### src/rtl/decimating_averager.sv
// decimating_averager
//   Consumes a signed sample stream and emits one output per window of 2^k
//   accepted samples. Each output carries the rounded window mean together
//   with the window maximum and minimum.
//
// Ports
//   clk             sole clock, rising edge
//   resetn          asynchronous active-low reset (release synchronised)
//   decimationLog2  k, window length 2^k, clamped to MAX_LOG2_DECIMATION
//   restart         one-cycle pulse, discards the partial window
//   S_TVALID/TDATA  input sample strobe and signed sample (no backpressure)
//   M_TVALID        one-cycle pulse per completed window
//   M_TDATA         signed rounded mean (half rounds toward +inf)
//   M_TMAX/M_TMIN   signed window maximum / minimum
module decimating_averager #(
    parameter int TDATA_WIDTH         = 24,
    parameter int MAX_LOG2_DECIMATION = 8
) (
    input  logic                                       clk,
    input  logic                                       resetn,
    input  logic [$clog2(MAX_LOG2_DECIMATION+1)-1:0]   decimationLog2,
    input  logic                                       restart,
    input  logic                                       S_TVALID,
    input  logic [TDATA_WIDTH-1:0]                     S_TDATA,
    output logic                                       M_TVALID,
    output logic [TDATA_WIDTH-1:0]                     M_TDATA,
    output logic [TDATA_WIDTH-1:0]                     M_TMAX,
    output logic [TDATA_WIDTH-1:0]                     M_TMIN
);

    localparam int W  = TDATA_WIDTH;
    localparam int M  = MAX_LOG2_DECIMATION;
    localparam int AW = W + M;
    localparam int KW = $clog2(M + 1);
    localparam int CW = M + 1;

    logic                 run;
    logic [KW-1:0]        k_latched;
    logic [CW-1:0]        cnt;
    logic signed [AW-1:0] acc;
    logic signed [W-1:0]  max_q;
    logic signed [W-1:0]  min_q;

    logic                 accept;
    logic                 rst_win;
    logic                 first;
    logic                 done;
    logic [KW-1:0]        k_clamped;
    logic [KW-1:0]        k_eff;
    logic [CW-1:0]        cnt_inc;
    logic signed [W-1:0]  sample;
    logic signed [AW-1:0] acc_sum;
    logic signed [AW-1:0] rnd;
    logic signed [AW-1:0] acc_rnd;
    logic signed [W-1:0]  max_new;
    logic signed [W-1:0]  min_new;

    // Release is registered once, so the first edge after resetn rises is
    // idle and the first sample can be accepted on the second edge.
    always_ff @(posedge clk or negedge resetn) begin
        if (!resetn) run <= 1'b0;
        else         run <= 1'b1;
    end

    assign sample  = S_TDATA;
    assign accept  = S_TVALID & run;
    assign rst_win = restart & run;

    always_comb begin
        k_clamped = (decimationLog2 > KW'(M)) ? KW'(M) : decimationLog2;
        // A restart sample or an empty window opens a new window, which uses
        // the live decimationLog2 rather than the latched one.
        first     = rst_win || (cnt == '0);
        k_eff     = first ? k_clamped : k_latched;
        cnt_inc   = (first ? '0 : cnt) + CW'(1);
        acc_sum   = (first ? '0 : acc) + {{M{sample[W-1]}}, sample};
        max_new   = (first || (sample > max_q)) ? sample : max_q;
        min_new   = (first || (sample < min_q)) ? sample : min_q;
        done      = accept && (cnt_inc == (CW'(1) << k_eff));
        // Adding 2^(k-1) before the arithmetic shift rounds half toward +inf;
        // the sum cannot overflow AW bits for k <= M.
        rnd       = (k_eff == '0) ? '0 : (AW'(1) << (k_eff - KW'(1)));
        acc_rnd   = acc_sum + rnd;
    end

    always_ff @(posedge clk or negedge resetn) begin
        if (!resetn) begin
            k_latched <= '0;
            cnt       <= '0;
            acc       <= '0;
            max_q     <= '0;
            min_q     <= '0;
            M_TVALID  <= 1'b0;
            M_TDATA   <= '0;
            M_TMAX    <= '0;
            M_TMIN    <= '0;
        end else begin
            M_TVALID <= 1'b0;
            if (accept) begin
                if (first) k_latched <= k_clamped;
                max_q <= max_new;
                min_q <= min_new;
                if (done) begin
                    cnt      <= '0;
                    acc      <= '0;
                    M_TVALID <= 1'b1;
                    M_TDATA  <= W'(acc_rnd >>> k_eff);
                    M_TMAX   <= max_new;
                    M_TMIN   <= min_new;
                end else begin
                    cnt <= cnt_inc;
                    acc <= acc_sum;
                end
            end else if (rst_win) begin
                cnt <= '0;
                acc <= '0;
            end
        end
    end

endmodule

### config.mk
export PLATFORM = sky130hd
export DESIGN_NAME = decimating_averager
export DESIGN_NICKNAME = d
export VERILOG_FILES = /design/src/rtl/decimating_averager.sv
export SDC_FILE = /design/constraint.sdc
export NUM_CORES = 1
export LEC_CHECK = 0
export ABC_AREA = 1
export CAP_MARGIN = 20
export CORE_MARGIN = 8
export CORE_UTILIZATION = 36
export CTS_CLUSTER_SIZE = 10
export DETAILED_ROUTE_END_ITERATION = 10
export PLACE_DENSITY = 0.58
export SYNTH_ARGS = -nofsm -noshare
export SYNTH_HDL_FRONTEND = slang
export SYNTH_SLANG_ARGS = --single-unit
### constraint.sdc
create_clock -name clk -period 6.75 [get_ports clk]
set_input_delay 1.35 -clock clk [delete_from_list [all_inputs] [get_ports clk]]
set_output_delay 1.35 -clock clk [all_outputs]
set_load 0.05 [all_outputs]
== Word level (Yosys, flattened, before mapping) ==
Index checks and enable logic that the tools add are counted.

* Flip-flop bits (word level): 167
* Output and inout bits: 73

* Add/sub/neg operators: 4
* Order comparisons: 3
* Equality and inequality tests: 1
* Shifts and indexed selects: 3
* Multiplexer cells: 15
* Bitwise operators: 2
* Reduce and logical (&&, ||, !) cells: 8

{| class="wikitable"
|+ Operators with widths
! operator !! count
|-
| $mux W32 || 5
|-
| $add A32 B32 Y32 || 2
|-
| $mux W24 || 2
|-
| $mux W9 || 4
|-
| $shl A1 B4 Y32 const A || 1
|-
| $sshr A32 B4 Y24 || 1
|-
| $gt A24 B24 Y1 || 1
|-
| $lt A24 B24 Y1 || 1
|-
| $add A9 B1 Y9 const B || 1
|-
| $eq A9 B9 Y1 || 1
|-
| $logic_not A9 Y1 || 1
|-
| $shl A1 B4 Y9 const A || 1
|-
| $mux W4 || 2
|-
| $gt A4 B4 Y1 const B || 1
|-
| $logic_not A4 Y1 || 1
|-
| $sub A4 B1 Y4 const B || 1
|-
| $logic_or A1 B1 Y1 || 3
|-
| $and A1 B1 Y1 || 2
|-
| $mux W1 || 2
|-
| $reduce_and A2 Y1 || 1
|-
| $reduce_bool A2 Y1 || 1
|-
| $logic_and A1 B1 Y1 || 1
|}

== Depth between registers and ports, before layout ==
Gate-level depths: netlist of the first run.

* Depth in word-level cells: 8
* Gate-level depth with buffers: 37
* Depth with buffers taken out: 35

== Least setup slack after synthesis of the first run ==
No wires, ideal clock.

* Path kind: input -> register
* From: in restart
* To: reg M_TDATA[18]
* Setup time: 0.118 ns
* Arrival time: 5.278 ns
* Slack: 1.354 ns
* Stages on the path: 31
* Buffers on the path: 2
* Cells stage by stage: nand2_2 inv_1 o21bai_4 buf_2 buf_1 nor2_1 ha_1 fa_1 nand3_1 nand3_1 xor2_1 ha_1 nand2_1 o21ai_0 nand2_1 o211ai_1 nand4_1 nand2_1 nand2_1 nand2_1 nand2_1 nand2_1 nand3_1 nand3_1 nand3_1 nand3_1 nand2_1 inv_1 nand2_1 nand2_1 nand2_1

* Longest elaborated chain between the ends: 8
* Elaborated cells on any way between the ends: 17
* Classes of those cells: 4 x add/sub; 1 x eq/ne; 3 x shift; 4 x mux; 1 x bitwise; 4 x reduce/logical

{| class="wikitable"
|+ Ends and longest elaborated chain
! element !! line !! source
|-
| from (decl) || 22 || <nowiki>input logic restart,</nowiki>
|-
| $and A1 B1 Y1 (*) || 67 || <nowiki>assign rst_win = restart & run;</nowiki>
|-
| $logic_or A1 B1 Y1 (*) || 73 || <nowiki>first = rst_win || (cnt == '0);</nowiki>
|-
| parallel branches: the longest is 6 deep, another holds $add A32 B32 Y32 || -- ||
|-
| to (signal assigned) || 107 || <nowiki>M_TDATA <= W'(acc_rnd >>> k_eff);</nowiki>
|-
| to (decl) || 26 || <nowiki>output logic [TDATA_WIDTH-1:0] M_TDATA,</nowiki>
|}

Every way passes the cells marked *.
A chain may end at the register's enable or synchronous reset.

== Worst setup path in the final report of the first run ==
* From: in restart
* To: reg M_TDATA[11]

Same word-level chain as after synthesis.

==> results.md, run 1 <==
* Post-CTS Setup Bufs at 0
* Layout cells sized above 1 at approximately 5.3%
* DRC errors left at 0
* Filler cells at 3935
* CTS tree: yes
* Reg-to-reg critical path startpoint: cnt[2]
* Synthesis-to-finish area growth at 17.1%
* Hold depth at 2
* Nature of the critical path endpoint: flop
* DIE AREA at 44300 um2
* I/O pins at 105
* Critical Path Start Type: input port
* Maximum clock insertion buffer count at 2
* Commonest non-fill, non-tap cell in the layout: nand2_1
* Starting Density at between 30% and 40%
* CP startpoint: restart
* Worst vdd ir at 0.170 mV
* Max Fclk at ~0.16 GHz
* Diodes inserted at 0
* Mean Syn Cell Area at 6.52 um2
* Top post-synthesis cells by area: dfrtp_1 (31%), nand2_1 (19%), ha_1 (8.6%), nand3_1 (8.2%), inv_1 (6.5%)
* Finished Layout Cells at around 2700
* Reg2reg setup slack at 1210 ps
* Final Setup Violations at 0
* Area after DPL at 15300 um2
* Register area at 4180 um2
* Hold Fails Final Rpt at 0
* Skew final at approximately 15 ps
* Via-to-Cell Ratio at 5.12
* Tot Pwr at 7420 uW
* Clock latency at the later pin of the worst-skew pair at roughly 460 ps
* Largest net degree at the start of global routing at 97
* H-tree Lvls at 4
* Mapped Area at 13600 um2
* Number of max-cap violations at 0
* Hold Path Origin: M_TMIN[4]
* Status: completed
* Largest area contributor in the netlist: dfrtp_1
* Pleak at 0.00814 uW
* Routability cong. at roughly 1
* Async set or reset register ratio after synthesis at 100%
* GRT Residual Overflow at 0
* Die Span Y at 210 um
* Placed cells at 2666
* Post-route setup TNS at 0 ps
* Worst EP required at 7090 ps
* Vias at 13800
* Switch Pwr at 3900 uW
* YS warnings at 0
* Yosys top cell area share at 30.7%
* Sequential share of power at between 20% and 30%
* Primary FF master, synth: dfrtp_1
* Final Cycle Share at 90.6%
* Combinational power share at 63.9%
* Gate Count Post-Synth at ~2100
* Multi-input gate area at a little over 8000 um2
* Worst Hold End: M_TMIN[4]
* Final instance area at 15900 um2
* # clock sinks at between 150 and 200
* Initial DRC count at 1172
* Number of global-route vias before repair at 13000
* Switching share of power at 52.6%
* Core area at around 37000 um2
* Number of distinct library cells after synthesis at 56
* Worst-path maximum fanout at 32
* Root buffer cell: clkbuf_16
* Initial antenna violation count at 0
* Slowest CP cell: clkdlybuf4s50_1
* FF+latch count, synth at about 170
* Cts hold-fix bufs at 0
* Post_cts resized at 0
* Post-route ant nets at 0
* Max-slew headroom at 36.2%
* TritonCTS Buffers at 17
* Worst r2r dst: M_TDATA[11]
* Rows at 71
* Seq/Total Area, Yosys at 30.7%
* Kind of critical path: input port to flop
* Crit path top cell by count: nand2_1
* Worst EP arrival at approximately 6500 ps
* Pint at approximately 3500 uW
* RSZ-0062 raised after global routing: no
* WL per Instance at between 15 and 20 um
* Nets at ~2300
* Reg2reg path depth at 29
* Routed WL at 44500 um
* EDFF count, synth at 0
* TritonRoute pass-1 iters at 5
* Minimum clock period at 6120 ps
* HPWL Detailed at 35200 um
* Worst-margin pin slew at 955 ps
* IO Port Bufs at 104
* Width of the die at 210 um
* Slowest stage delay, CP at 470 ps
* Min-Delay Path Class: flop to flop
* Most frequent cells in the layout: nand2_1 (680), inv_1 (236), nand3_1 (222), dfrtp_1 (167), nor2_1 (163)
* Fin Hold WS at between 400 and 500 ps
* Final Max Tran Viols at 0
* Pwr Density at 466 nW/um2
* GRT Total Usage at 20.1%
* Post-synth net total at 2214
* Clk pwr share at 14.9%
* First-pass GRT wire length at 70900 um
* Worst-path clk slew at 70 ps
## through the flow
step	util, %	setup WS (ps)
final	42.5	634
after global routing	42.5	55.9
after CTS	42.5	663
after detailed placement	40.7	196
after global placement	40.7	349
after floorplan	-	1350
## critical path: cells and delay by family
kind,cells,cell delay [ps]
xor+xnor,1,200
buf+inv,3,650
fa+ha+maj,3,1090
simple gates,21,2560
compound gates,2,580
## sequential cells by signal (all words and copies together) (netlist names)
name and flops:
run 1, k_latched 4, M_TMIN 24, acc 32, max_q 24, min_q 24
M_TVALID 1, cnt 9, M_TMAX 24, M_TDATA 24
## metal layers
layer / global-route usage (%) / vias up / part of all wire, %
met5: 0 / - / 0
met4: 5.94 / 0 / 1.8
met3: 3.33 / 54 / 5.9
met2: 32.9 / 365 / 46
met1: 27.2 / 6438 / 46
li1: - / 6956 / -
## cell type report
cell class	instances	area share, %
Sequential cell	167	26.2
Clock inverter	14	1.38
Inverter	246	5.80
Clock buffer	18	2.76
Multi-Input combinational cell	1604	51.5
Timing Repair Buffer	139	8.35
Tap cell	511	4.01
## power groups by stage
stage	logic (uW)	registers (uW)	clock network, uW
2_1_floorplan	2740	2200	0
3_3_place_gp	4700	1590	0
3_5_place_dp	4720	1590	0
4_1_cts	4750	1580	1120
5_1_grt	5270	1620	1170
6_report	4740	1580	1100
## cell usage after synthesis, types with 3 or more instances
library cell / count
inv_1: 236
a31oi_1: 3
a211oi_1: 5
xor2_1: 29
clkbuf_1: 38
ha_1: 93
a2bb2oi_1: 6
nand3_1: 222
nor2_1: 163
a21oi_1: 86
o21a_1: 5
o21ai_0: 150
xnor2_1: 12
nand3b_1: 8
dfrtp_1: 167
nor2_2: 8
nand2_2: 13
o21ai_1: 4
nand4_1: 26
inv_2: 7
buf_1: 11
o22ai_1: 28
or2_2: 3
nand2_4: 4
buf_2: 15
nor2_4: 3
nor3_1: 13
buf_4: 4
nand2_1: 681
o211ai_1: 7
## how the worst max path moves through the flow
stage,to
final,M_TDATA[11]
after global routing,M_TDATA[10]
after CTS,M_TDATA[10]
after detailed placement,M_TDATA[10]
after global placement,M_TDATA[9]
after floorplan,M_TDATA[18]
## cells by family (layout without fill, tap and decap cells)
logic type                 count (synthesis)  in the layout  share of synthesized area (%)
DFF                                      167            167                           30.7
adders and majority gates                 95             95                           8.85
AOI/OAI and AO/OA                        310            310                           12.6
muxes                                      2              2                          0.147
other                                      2              2                         0.0552
buffers and inverters                    316            417                           9.09
and+or+nand+nor                         1154           1154                           35.9
xor gates and xnor gates                  41             41                           2.64
No activity file was read; power rests on OpenSTA's default activity.
==> run 2: changes to the inputs <==
--- a/config.mk
+++ b/config.mk
@@ -11,7 +11,6 @@
 export CORE_UTILIZATION = 36
 export CTS_CLUSTER_SIZE = 10
 export DETAILED_ROUTE_END_ITERATION = 10
-export PLACE_DENSITY = 0.58
 export SYNTH_ARGS = -nofsm -noshare
 export SYNTH_HDL_FRONTEND = slang
 export SYNTH_SLANG_ARGS = --single-unit
==> results.md, run 2 (synthesized netlist as in run 1, its figures left out) <==
* RSZ-0062 raised after global routing: no
* WL per Instance at 16.4 um
* Finished Layout Cells at around 2700
* Final Cycle Share at 90.7%
* Commonest non-fill, non-tap cell in the layout: nand2_1
* Largest net degree at the start of global routing at 103
* Crit path top cell by count: nand2_1
* Routed WL at 44100 um
* Slowest CP cell: clkdlybuf4s50_1
* Hold depth at 2
* Diodes inserted at 0
* Worst-path clk slew at 70 ps
* Worst vdd ir at around 0.19 mV
* Layout cells sized above 1 at 5.04%
* Hold Path Origin: M_TMIN[5]
* Initial antenna violation count at 0
* Final Setup Violations at 0
* Slowest stage delay, CP at 470 ps
* Min-Delay Path Class: flop to flop
* Max Fclk at 0.163 GHz
* Die Span Y at 210 um
* CTS tree: yes
* Starting Density at 36.3%
* Worst-margin pin slew at 861 ps
* DIE AREA at 44300 um2
* Reg2reg path depth at 31
* Filler cells at 3964
* # clock sinks at 167
* Final Max Tran Viols at 0
* Via-to-Cell Ratio at roughly 5
* Skew final at between 15 and 20 ps
* Clock latency at the later pin of the worst-skew pair at 460 ps
* Worst-path maximum fanout at 32
* Largest register FFs at 32
* Number of global-route vias before repair at 13200
* Post-route setup TNS at 0 ps
* CP startpoint: restart
* Placed cells at 2660
* Synthesis-to-finish area growth at 16.2%
* Core area at 37500 um2
* IO Port Bufs at 104
* Most frequent cells in the layout: nand2_1 (680), inv_1 (236), nand3_1 (222), dfrtp_1 (167), nor2_1 (163)
* First-pass GRT wire length at ~70000 um
* HPWL Detailed at 34900 um
* Pwr Density at 460 nW/um2
* Kind of critical path: input port to flop
* DRC errors left at 0
* Post_cts resized at 0
* Post-route ant nets at 0
* Max-slew headroom at 42.6%
* Number of max-cap violations at 0
* TritonRoute pass-1 iters at 7
* Worst EP required at 7090 ps
* Worst Hold End: M_TMIN[5]
* Register with the most flip-flops: acc
* Root buffer cell: clkbuf_16
* Worst r2r dst: M_TDATA[12]
* Worst EP arrival at roughly 6500 ps
* Status: completed
* Hold Fails Final Rpt at 0
* I/O pins at 105
* Reg-to-reg critical path startpoint: cnt[5]
* TritonCTS Buffers at 17
* GRT Total Usage at about a fifth
* Minimum clock period at between 6000 and 7000 ps
* Pleak at between 0.008 and 0.009 uW
* Critical Path Start Type: input port
* Initial DRC count at 1256
* Cts hold-fix bufs at 0
* Routability cong. at 0.943
* Vias at about 14000
* Width of the die at between 200 and 250 um
* Nature of the critical path endpoint: flop
* GRT Residual Overflow at 0
* H-tree Lvls at 4
* Rows at 71
* Post-CTS Setup Bufs at 0
* Nets at 2297
* Reg2reg setup slack at 1220 ps
* Maximum clock insertion buffer count at 2
==> run 2: cell count changes in the layout (fill, tap and decap cells not counted) <==
cell,change
buf_16,+1
inv_6,+2
buf_4,-6
bufinv_16,-4
clkbuf_1,+2
inv_8,+1
clkinv_8,-1
==> run 2: how the worst max path moves through the flow <==
stage | end | cells past startpoint | slack, ps
finish | M_TDATA[12] | 32 | 630
global route | M_TDATA[14] | 32 | 160
CTS | M_TDATA[12] | 31 | 680
detailed placement | M_TDATA[12] | 31 | 230
global placement | M_TDATA[12] | 31 | 190
floorplan | M_TDATA[18] | 31 | 1350
==> run 2: area by class of cell <==
cell class                 count  area, um2  area share (%)
clock inverter                12        113           0.712
tap                          511        639            4.04
multi-input combinational   1604       8200            51.9
clock buffer                  20        447            2.82
inverter                     246        925            5.85
sequential                   167       4180            26.4
timing repair buffer         134       1310            8.30
==> run 2: metrics by stage <==
step / cell area [um2] / utilization [%] / setup slack (ps) / hold slack (ps) / power, uW
6_report: 15800 / 42.2 / 626 / 479 / 7270
5_1_grt: 15800 / 42.2 / 165 / 499 / 7930
4_1_cts: 15800 / 42.1 / 682 / 485 / 7290
3_5_place_dp: 15200 / 40.6 / 231 / 465 / 6310
3_3_place_gp: 15200 / 40.6 / 187 / 464 / 6270
2_1_floorplan: 13600 / - / 1350 / 453 / 4940
==> run 2: critical path, delay by kind of cell <==
kind | cells | cell delay (ps)
compound gates | 3 | 700
xor+xnor | 1 | 210
buf+inv | 3 | 630
fa+ha+maj | 3 | 1120
simple gates | 22 | 2440
==> run 2: power by group <==
part	total, uW	internal (uW)	switching [uW]
sequential	1570	1390	181
combinational	4740	1470	3280
clock	956	493	462
==> run 2: routing by layer <==
metal	routed length, um	share of wire (%)	up-vias	global-route usage, %
li1	-	-	6959	-
met1	20900	47	6400	27.3
met2	20500	46	321	33.2
met3	1870	4.3	50	2.47
met4	859	1.9	0	5.82
met5	0	0	-	0
